File: src/rtl/mul_seq32_pkg.sv
// rtl/mul_seq32_pkg.sv - shared types, constants and helpers for mul_seq32
//
// Contents:
//   WIDTH      operand width (32; no other width is supported)
//   CNT_W      iteration counter width, log2(WIDTH)
//   state_e    FSM encoding: IDLE=0, CALC=1, FIN=2
//   mag32()    operand magnitude for signed/unsigned capture
// Optional feature macro: MUL_SEQ_ZERO_SKIP_EN (see rtl/mul_seq32.sv).
package mul_seq32_pkg;

  localparam int WIDTH = 32;
  localparam int CNT_W = 5;

  typedef enum logic [1:0] {
    ST_IDLE = 2'd0,
    ST_CALC = 2'd1,
    ST_FIN  = 2'd2
  } state_e;

  // 0x80000000 negates to itself, which read as unsigned is exactly 2^31,
  // so the magnitude always fits in 32 unsigned bits.
  function automatic logic [WIDTH-1:0] mag32(input logic [WIDTH-1:0] v,
                                             input logic sgn);
    return (sgn && v[WIDTH-1]) ? (~v + 1'b1) : v;
  endfunction

endpackage

File: src/rtl/mul_seq32_if.sv
// rtl/mul_seq32_if.sv - request/response bundle between EX stage and mul_seq32
//
// Signals:
//   start      request pulse, sampled only while idle
//   mul_signed 1 = MULT (two's complement), 0 = MULTU
//   src1       multiplicand
//   src2       multiplier
//   cancel     pipeline flush; aborts an operation in flight
//   result     {HI, LO}, valid while ready=1, held until the next accepted start
//   ready      one-cycle pulse marking result valid
//   busy       high while an operation is in flight (EX stall request)
// Modports: master = pipeline side, slave = multiplier side.
interface mul_seq32_if;
  import mul_seq32_pkg::*;

  logic                 start;
  logic                 mul_signed;
  logic [WIDTH-1:0]     src1;
  logic [WIDTH-1:0]     src2;
  logic                 cancel;
  logic [2*WIDTH-1:0]   result;
  logic                 ready;
  logic                 busy;

  modport master (
    output start, mul_signed, src1, src2, cancel,
    input  result, ready, busy
  );

  modport slave (
    input  start, mul_signed, src1, src2, cancel,
    output result, ready, busy
  );

endinterface

File: src/rtl/mul_seq32_csa32.sv
// rtl/mul_seq32_csa32.sv - full-adder cell and 32-bit 3:2 carry-save row
//
// fa:    a, b, ci -> s, co (single-bit full adder)
// csa32: x, y, z (32b) -> s, c (32b); x + y + z == s + 2*c
module fa (
  input  logic a,
  input  logic b,
  input  logic ci,
  output logic s,
  output logic co
);

  assign s  = a ^ b ^ ci;
  assign co = (a & b) | (a & ci) | (b & ci);

endmodule

module csa32 (
  input  logic [31:0] x,
  input  logic [31:0] y,
  input  logic [31:0] z,
  output logic [31:0] s,
  output logic [31:0] c
);

  // c[i] carries weight 2^(i+1); the caller accounts for the shift.
  for (genvar i = 0; i < 32; i++) begin : g_fa
    fa u_fa (
      .a  (x[i]),
      .b  (y[i]),
      .ci (z[i]),
      .s  (s[i]),
      .co (c[i])
    );
  end

endmodule

File: src/rtl/mul_seq32.sv
// rtl/mul_seq32.sv - iterative 32x32 MULT/MULTU unit with carry-save accumulator
//
// Ports:
//   clk   rising-edge clock
//   rst   synchronous active-high reset
//   bus   mul_seq32_if.slave: start/mul_signed/src1/src2/cancel in,
//         result/ready/busy out
// Flow: IDLE --start--> CALC (32 iterations, one multiplier bit each)
//       --> FIN (carry-propagate add, sign fix) --> IDLE with ready pulse.
// Optional macro MUL_SEQ_ZERO_SKIP_EN: a zero operand jumps straight to FIN
// with cleared state, giving a 2-cycle latency and an identical result.
module mul_seq32
  import mul_seq32_pkg::*;
(
  input  logic          clk,
  input  logic          rst,
  mul_seq32_if.slave    bus
);

  state_e               state_q,  state_d;
  logic [CNT_W-1:0]     cnt_q,    cnt_d;
  logic [WIDTH-1:0]     mcand_q,  mcand_d;
  logic [WIDTH-1:0]     mplier_q, mplier_d;
  logic [WIDTH-1:0]     acc_s_q,  acc_s_d;
  logic [WIDTH-1:0]     acc_c_q,  acc_c_d;
  logic                 neg_q,    neg_d;
  logic [2*WIDTH-1:0]   result_q, result_d;
  logic                 ready_q,  ready_d;

  logic [WIDTH-1:0]     pp;
  logic [WIDTH-1:0]     csa_s;
  logic [WIDTH-1:0]     csa_c;
  logic [WIDTH-1:0]     hi;
  logic [2*WIDTH-1:0]   prod;
  logic [2*WIDTH-1:0]   prod_fin;

  assign pp = mplier_q[0] ? mcand_q : '0;

  csa32 u_csa (
    .x (acc_s_q),
    .y (acc_c_q),
    .z (pp),
    .s (csa_s),
    .c (csa_c)
  );

  // acc_s + acc_c never exceeds 2^32-1 after a shift, so no carry-out is lost.
  assign hi       = acc_s_q + acc_c_q;
  assign prod     = {hi, mplier_q};
  assign prod_fin = neg_q ? (~prod + 1'b1) : prod;

  always_comb begin
    state_d  = state_q;
    cnt_d    = cnt_q;
    mcand_d  = mcand_q;
    mplier_d = mplier_q;
    acc_s_d  = acc_s_q;
    acc_c_d  = acc_c_q;
    neg_d    = neg_q;
    result_d = result_q;
    ready_d  = 1'b0;

    case (state_q)
      ST_IDLE: begin
        if (bus.start && !bus.cancel) begin
          mcand_d  = mag32(bus.src1, bus.mul_signed);
          mplier_d = mag32(bus.src2, bus.mul_signed);
          neg_d    = bus.mul_signed & (bus.src1[WIDTH-1] ^ bus.src2[WIDTH-1]);
          acc_s_d  = '0;
          acc_c_d  = '0;
          cnt_d    = CNT_W'(WIDTH - 1);
          state_d  = ST_CALC;
`ifdef MUL_SEQ_ZERO_SKIP_EN
          if (bus.src1 == '0 || bus.src2 == '0) begin
            mcand_d  = '0;
            mplier_d = '0;
            neg_d    = 1'b0;
            cnt_d    = '0;
            state_d  = ST_FIN;
          end
`endif
        end
      end

      ST_CALC: begin
        if (bus.cancel) begin
          state_d = ST_IDLE;
        end else begin
          // Sum weight-1 bit retires into the top of the multiplier; the
          // carry row already sits one place up, so after the right shift it
          // lands at unit weight unchanged.
          acc_s_d  = {1'b0, csa_s[WIDTH-1:1]};
          acc_c_d  = csa_c;
          mplier_d = {csa_s[0], mplier_q[WIDTH-1:1]};
          if (cnt_q == '0) begin
            state_d = ST_FIN;
          end else begin
            cnt_d = cnt_q - 1'b1;
          end
        end
      end

      ST_FIN: begin
        state_d = ST_IDLE;
        if (!bus.cancel) begin
          result_d = prod_fin;
          ready_d  = 1'b1;
        end
      end

      default: begin
        state_d = ST_IDLE;
      end
    endcase
  end

  always_ff @(posedge clk) begin
    if (rst) begin
      state_q  <= ST_IDLE;
      cnt_q    <= '0;
      mcand_q  <= '0;
      mplier_q <= '0;
      acc_s_q  <= '0;
      acc_c_q  <= '0;
      neg_q    <= 1'b0;
      result_q <= '0;
      ready_q  <= 1'b0;
    end else begin
      state_q  <= state_d;
      cnt_q    <= cnt_d;
      mcand_q  <= mcand_d;
      mplier_q <= mplier_d;
      acc_s_q  <= acc_s_d;
      acc_c_q  <= acc_c_d;
      neg_q    <= neg_d;
      result_q <= result_d;
      ready_q  <= ready_d;
    end
  end

  assign bus.result = result_q;
  assign bus.ready  = ready_q;
  assign bus.busy   = (state_q == ST_CALC) || (state_q == ST_FIN);

endmodule

File: src/flat_wrapper.sv
// flat-port wrapper written by rule: the top's interface ports become plain ports
module mul_seq32_flat import mul_seq32_pkg::*;
  (clk, rst, bus_start, bus_mul_signed, bus_src1, bus_src2, bus_cancel, bus_result, bus_ready, bus_busy);
  mul_seq32_if bus_i ();
  input  logic clk;
  input  logic rst;
  input wire logic [$bits(bus_i.start)-1:0] bus_start;
  input wire logic [$bits(bus_i.mul_signed)-1:0] bus_mul_signed;
  input wire logic [$bits(bus_i.src1)-1:0] bus_src1;
  input wire logic [$bits(bus_i.src2)-1:0] bus_src2;
  input wire logic [$bits(bus_i.cancel)-1:0] bus_cancel;
  output wire logic [$bits(bus_i.result)-1:0] bus_result;
  output wire logic [$bits(bus_i.ready)-1:0] bus_ready;
  output wire logic [$bits(bus_i.busy)-1:0] bus_busy;
  assign bus_i.start = bus_start;
  assign bus_i.mul_signed = bus_mul_signed;
  assign bus_i.src1 = bus_src1;
  assign bus_i.src2 = bus_src2;
  assign bus_i.cancel = bus_cancel;
  assign bus_result = bus_i.result;
  assign bus_ready = bus_i.ready;
  assign bus_busy = bus_i.busy;
  mul_seq32 u_core (.clk(clk), .rst(rst), .bus(bus_i));
endmodule
File: config.mk
export PLATFORM = sky130hd
export DESIGN_NAME = mul_seq32_flat
export DESIGN_NICKNAME = d
export VERILOG_FILES = /design/src/rtl/mul_seq32_pkg.sv /design/src/rtl/mul_seq32_if.sv /design/src/rtl/mul_seq32_csa32.sv /design/src/rtl/mul_seq32.sv /design/src/flat_wrapper.sv
export SDC_FILE = /design/constraint.sdc
export NUM_CORES = 1
export LEC_CHECK = 0
export CELL_PAD_IN_SITES_DETAIL_PLACEMENT = 0
export CELL_PAD_IN_SITES_GLOBAL_PLACEMENT = 2
export CORE_UTILIZATION = 34
export DETAILED_ROUTE_END_ITERATION = 7
export GPL_ROUTABILITY_DRIVEN = 1
export GPL_TIMING_DRIVEN = 0
export PLACE_DENSITY = 0.92
export SYNTH_ARGS = -nofsm -noshare
export SYNTH_HDL_FRONTEND = slang
export SYNTH_SLANG_ARGS = --single-unit
File: constraint.sdc
create_clock -name clk -period 4.7 [get_ports clk]
set_clock_uncertainty 0.2 [all_clocks]
set_input_delay 1.175 -clock clk [delete_from_list [all_inputs] [get_ports clk]]
set_output_delay 1.175 -clock clk [all_outputs]
set_load 0.02 [all_outputs]
* After elaboration in Yosys (flattened, before gate mapping)
Cells that the tools add are included.
** Operators by class
- Multiplexer cells :: 21
- Add/subtract/negate cells :: 5
- Reductions and logical operators :: 14
- Eq/ne operators :: 6
- Bitwise operators :: 231
** Operator list (number)
- $mux W32 :: 8
- $pmux W32 S2 :: 3
- $and A1 B1 Y1 :: 97
- $xor A1 B1 Y1 :: 65
- $add A32 B1 Y32 const B :: 2
- $add A64 B1 Y64 const B :: 1
- $mux W64 :: 1
- $not A32 Y32 :: 2
- $not A64 Y64 :: 1
- $or A1 B1 Y1 :: 64
- $add A32 B32 Y32 :: 1
- $mux W5 :: 3
- $pmux W5 S2 :: 1
- $mux W2 :: 3
- $reduce_and A2 Y1 :: 3
- $logic_not A5 Y1 :: 1
- $sub A5 B1 Y5 const B :: 1
- $ne A2 B2 Y1 const B :: 2
- $pmux W2 S2 :: 1
- $reduce_and A4 Y1 :: 1
- $logic_and A1 B1 Y1 :: 3
- $ne A3 B2 Y1 const B :: 1
- $reduce_and A3 Y1 :: 1
- $eq A2 B1 Y1 const B :: 1
- other kinds (9) :: 10
** Storage, ports and cells
- Input bits :: 69
- Register bits after elaboration :: 201
- Output and inout bits :: 66

* Logic depth before layout (Yosys ltp)
- Word-level depth :: 6
- Depth in mapped cells :: 13

* Cells and area by module
From an unflattened synthesis, not the netlist that was laid out.
** Unflattened totals
- Cell total of the unflattened synthesis :: 1627
- Area, all modules :: 12772.2 um2
** By module, submodules not included
- mul_seq32 :: cells each 1595, area each 12131.6 um2, times used 1, sequential area each 4003.8 um2
- fa :: cells each 1, area each 20.0 um2, times used 32, sequential area each 0.0 um2

* Worst setup path before layout
OpenSTA, ideal clock, no wires.
- Path type :: reg2reg
- Start point :: reg u_core.mplier_q[10]
- End point :: reg u_core.result_q[62], in the netlist u_core.bus.result[62]
- Path buffers :: 1
- Slack :: 0.859 ns
- Period minus slack after synthesis :: 3.841 ns
- Stages on the path, launching flop included :: 12
- Arrival :: 3.524 ns
- Setup time :: 0.117 ns
- Required time :: 4.383 ns
- Cells stage by stage :: dfxtp_1 > or4_4 > or4_4 > or3_1 > clkbuf_1 > nor2_1 > or4b_1 > a2111oi_1 > nand4_1 > nor4_1 > mux2i_1 > nand2_1
** Between the ends
- Word-level cells in the longest chain between the ends :: 3
** Ends and longest elaborated chain
- from (decl) :: line mul_seq32.sv:23 : logic [WIDTH-1:0] mplier_q, mplier_d;
- from (signal assigned) :: line mul_seq32.sv:132 : mplier_q <= mplier_d;
- $not A64 Y64 :: line mul_seq32.sv:50 : assign prod_fin = neg_q ? (~prod + 1'b1) : prod;
- $add A64 B1 Y64 :: line mul_seq32.sv:50
- $mux W64 :: line mul_seq32.sv:50
- to (signal assigned) :: line mul_seq32.sv:136 : result_q <= result_d;
- to (decl) :: line mul_seq32.sv:27 : logic [2*WIDTH-1:0] result_q, result_d;
No other way between the ends.
A chain may end at the register's enable or synchronous reset.

* Final worst setup path
- Start point :: reg u_core.acc_s_q[0]
- End point :: reg u_core.result_q[62], in the netlist u_core.bus.result[62]
** Between the ends
- Word-level cells in the longest chain between the ends :: 4
** Ends and longest elaborated chain
- from (decl) :: line mul_seq32.sv:24 : logic [WIDTH-1:0] acc_s_q, acc_s_d;
- from (signal assigned) :: line mul_seq32.sv:133 : acc_s_q <= acc_s_d;
- $add A32 B32 Y32 (*) :: line mul_seq32.sv:48 : assign hi = acc_s_q + acc_c_q;
- $not A64 Y64 :: line mul_seq32.sv:50
- $add A64 B1 Y64 :: line mul_seq32.sv:50
- $mux W64 (*) :: line mul_seq32.sv:50
Every way passes the cells marked *; elsewhere a longest branch is shown, timed or not.

==> reports/metrics.cfg <==
[critical_path]
path_max_fanout=7
worstPathRequired_ps=4850
critical_path_class=reg -> reg
slowest_delay_ps=740
crit_arrival_ps=4640
cp-start-kind=register
crit_path_end_kind=register
timing.rr.end=u_core.bus.result[62]
r2r_cells=13
crit_slowest_cell=or4b_2
worst-r2r-setup-slack_ps=210
r2r_start=u_core.acc_s_q[0]
crit_path_cell_trace=ha_1, inv_1, fa_1, nand2b_1, a21oi_1, o211ai_2, o31ai_1, a31oi_1, xnor2_1, or4b_2, nor4_1, mux2i_1, nand2_1

[die]
ios=135
die_h_um=195.8
dieArea_mm2=0.03835
core.rowCount=70
start_util_pct=34.72
core_mm2=0.03679
die_w_um=195.8

[yosys]
synth_common_cells=nand2_1 (234), dfxtp_1 (200), a21oi_1 (157), nor2_1 (145), clkbuf_1 (96)
synthCells=1628
synth_top_cell_by_area=dfxtp_1
synth-async-reset-ratio_pct=0
yosysMostFrequentCell=nand2_1
synth_area_mm2=0.01277
synth_nets=1769
yosysWarnings=0
synth-edff-count=0
yosys-top-cells-area=dfxtp_1 (31%), nand2_1 (6.9%), xor2_1 (6.2%), a21oi_1 (6.2%), a211oi_1 (5.2%)
ys.flop_type=dfxtp_1
syn_area_per_cell_um2=7.845
synth_top_area_share_pct=31.35
yosysSeqAreaShare_pct=31.35
ys_ff_latch=200
synthDistinctLibCells=79

[route]
drc=0
drt_pass1_iterations=4
dr_wl_met3_um=2059
wl_met1_um=20410
drt_iter0_markers=837
highest_layer=met4
routedWlPerCell_um=17.59
via_per_inst=5.322
ant_nets=0
wirelength_um=39770
vias=12030
wl_met2_um=17020

[worst_hold_path]
hp-class=reg -> reg
hold_depth=2
hold_end=u_core.bus.result[52]
min_from=u_core.bus.result[52]

[finish]
drive_gt1_share_pct=3.848
final_core_util_pct=41.63
fin_area_mm2=0.01531
antenna_cells=0
synthToLayoutAreaGrowth_pct=19.90
final_cells=2261
nets=1922

[timing]
fin_crit_ps=4490
slew_headroom_pct=23.16
finalHoldViolations=0
report.final.slew_viol_count=0
period_share_pct=95.53
tightest_slew_ps=1150
finalSetupViolCount=0
tns_ps=0
grt_setup_unrepaired=false
max_freq_mhz=222.7

[clock_tree]
clock-root-buffer=clkbuf_16
postCtsSetupRepairBufs=0
cts.sinks=200
cts_tree=yes
insertion_delay_ps=460
cts_buffer_depth=2
cts_resized=0
numCtsBuffers=17
htree_levels=4
hold_buffers=0
clk_pin_slew_ps=80

[place]
globalplace.congestion=0.8878
io_buffers=133
placedCellCount=2230
place_area_mm2=0.01469
hpwlAfterDp_um=31810

[global_routing]
antenna_found_initial=0
grt_pass1_vias=11100
gr-total-overflow=0
groute.usage.overall_pct=20.56
grt_max_degree=20
grt_pass1_wl_um=62150

[outcome]
status=complete, no violations

[power_and_ir_drop]
power_density_mw_per_mm2=276.2
vdd_ir_drop_max_mv=0.2357
leakage_nw=5.356
power_w=0.004229

[flow_run]
max_cap_violations=0

==> logic make-up (layout without fill, tap and decap cells) <==
kind of cell | Yosys count | in the layout | share of synthesized area (%)
and+or+nand+nor | 613 | 613 | 22.23
AOI/OAI and AO/OA | 455 | 455 | 22.61
DFF | 200 | 200 | 31.35
xor gates and xnor gates | 141 | 141 | 9.669
buffers and inverters | 139 | 304 | 4.585
adders and majority gates | 72 | 72 | 8.934
muxes | 8 | 8 | 0.6270
==> where the power goes <==
part | switching, W | total (W) | internal (W)
Clock | 0.000755 | 0.00156 | 0.000808
Sequential | 0.0000782 | 0.00185 | 0.00178
Combinational | 0.000498 | 0.000813 | 0.000315
Total | 0.00133 | 0.00423 | 0.00290
==> per-layer routing <==
layer / vias to the layer above / track usage, %
met5: - / 0
met4: 0 / 4.109
met2: 326 / 31.09
met1: 5607 / 30.80
met3: 19 / 2.940
li1: 6080 / -
==> per-stage QoR <==
stage               hold slack, ps  setup slack, ps
global route                 283.9            16.73
global placement             242.1            49.54
CTS                          261.6            200.0
finish                       261.8            210.2
floorplan                    227.3            858.9
detailed placement           249.9            22.07
==> sequential cells by signal, indices dropped and copies added, names as in the netlist <==
signal	cells
u_core.mcand_q	32
u_core.state_q	2
u_core.neg_q	1
u_core.mplier_q	32
u_core.acc_c_q	32
u_core.bus.ready	1
u_core.bus.result	64
u_core.acc_s_q	31
u_core.cnt_q	5
==> layout make-up <==
cell class / count / area (µm²)
Fill cell: 3812 / 21470
Timing Repair Buffer: 134 / 1336
Tap cell: 468 / 585.6
Sequential cell: 200 / 4004
Inverter: 32 / 120.1
Multi-Input combinational cell: 1289 / 8193
Buffer: 107 / 465.4
Clock inverter: 14 / 183.9
Clock buffer: 17 / 425.4
==> layout by cell type, fill, tap and decap left out, drive strengths merged, types with 37 or more instances in the layout <==
master / instances
inv: 38
clkdlybuf4s50: 133
nor2: 145
ha: 40
a21oi: 157
xor2: 90
a211oi: 89
xnor2: 51
nand2: 234
nand3: 80
and2: 37
clkbuf: 117
o21ai: 95
dfxtp: 200
==> worst max-delay path, delay by kind of cell, from the launching register on <==
kind                       cells  cell delay [ps]
muxes                          1              250
AOI/OAI and AO/OA              4             1280
and+or+nand+nor                4             1260
adders and majority gates      2              680
xor gates and xnor gates       1              230
DFF                            1              390
buffers and inverters          1               80
==> worst max path at each step <==
stage,start,to,depth (start not counted)
6_report,u_core.acc_s_q[0],u_core.bus.result[62],13
5_1_grt,u_core.acc_c_q[8],u_core.bus.result[57],12
4_1_cts,u_core.mplier_q[2],u_core.bus.result[62],11
3_5_place_dp,bus_src1[8],u_core.mcand_q[29],11
3_3_place_gp,bus_src1[8],u_core.mcand_q[29],11
2_1_floorplan,u_core.mplier_q[10],u_core.bus.result[62],11
Note: power is estimated with default switching activity, not from simulation.
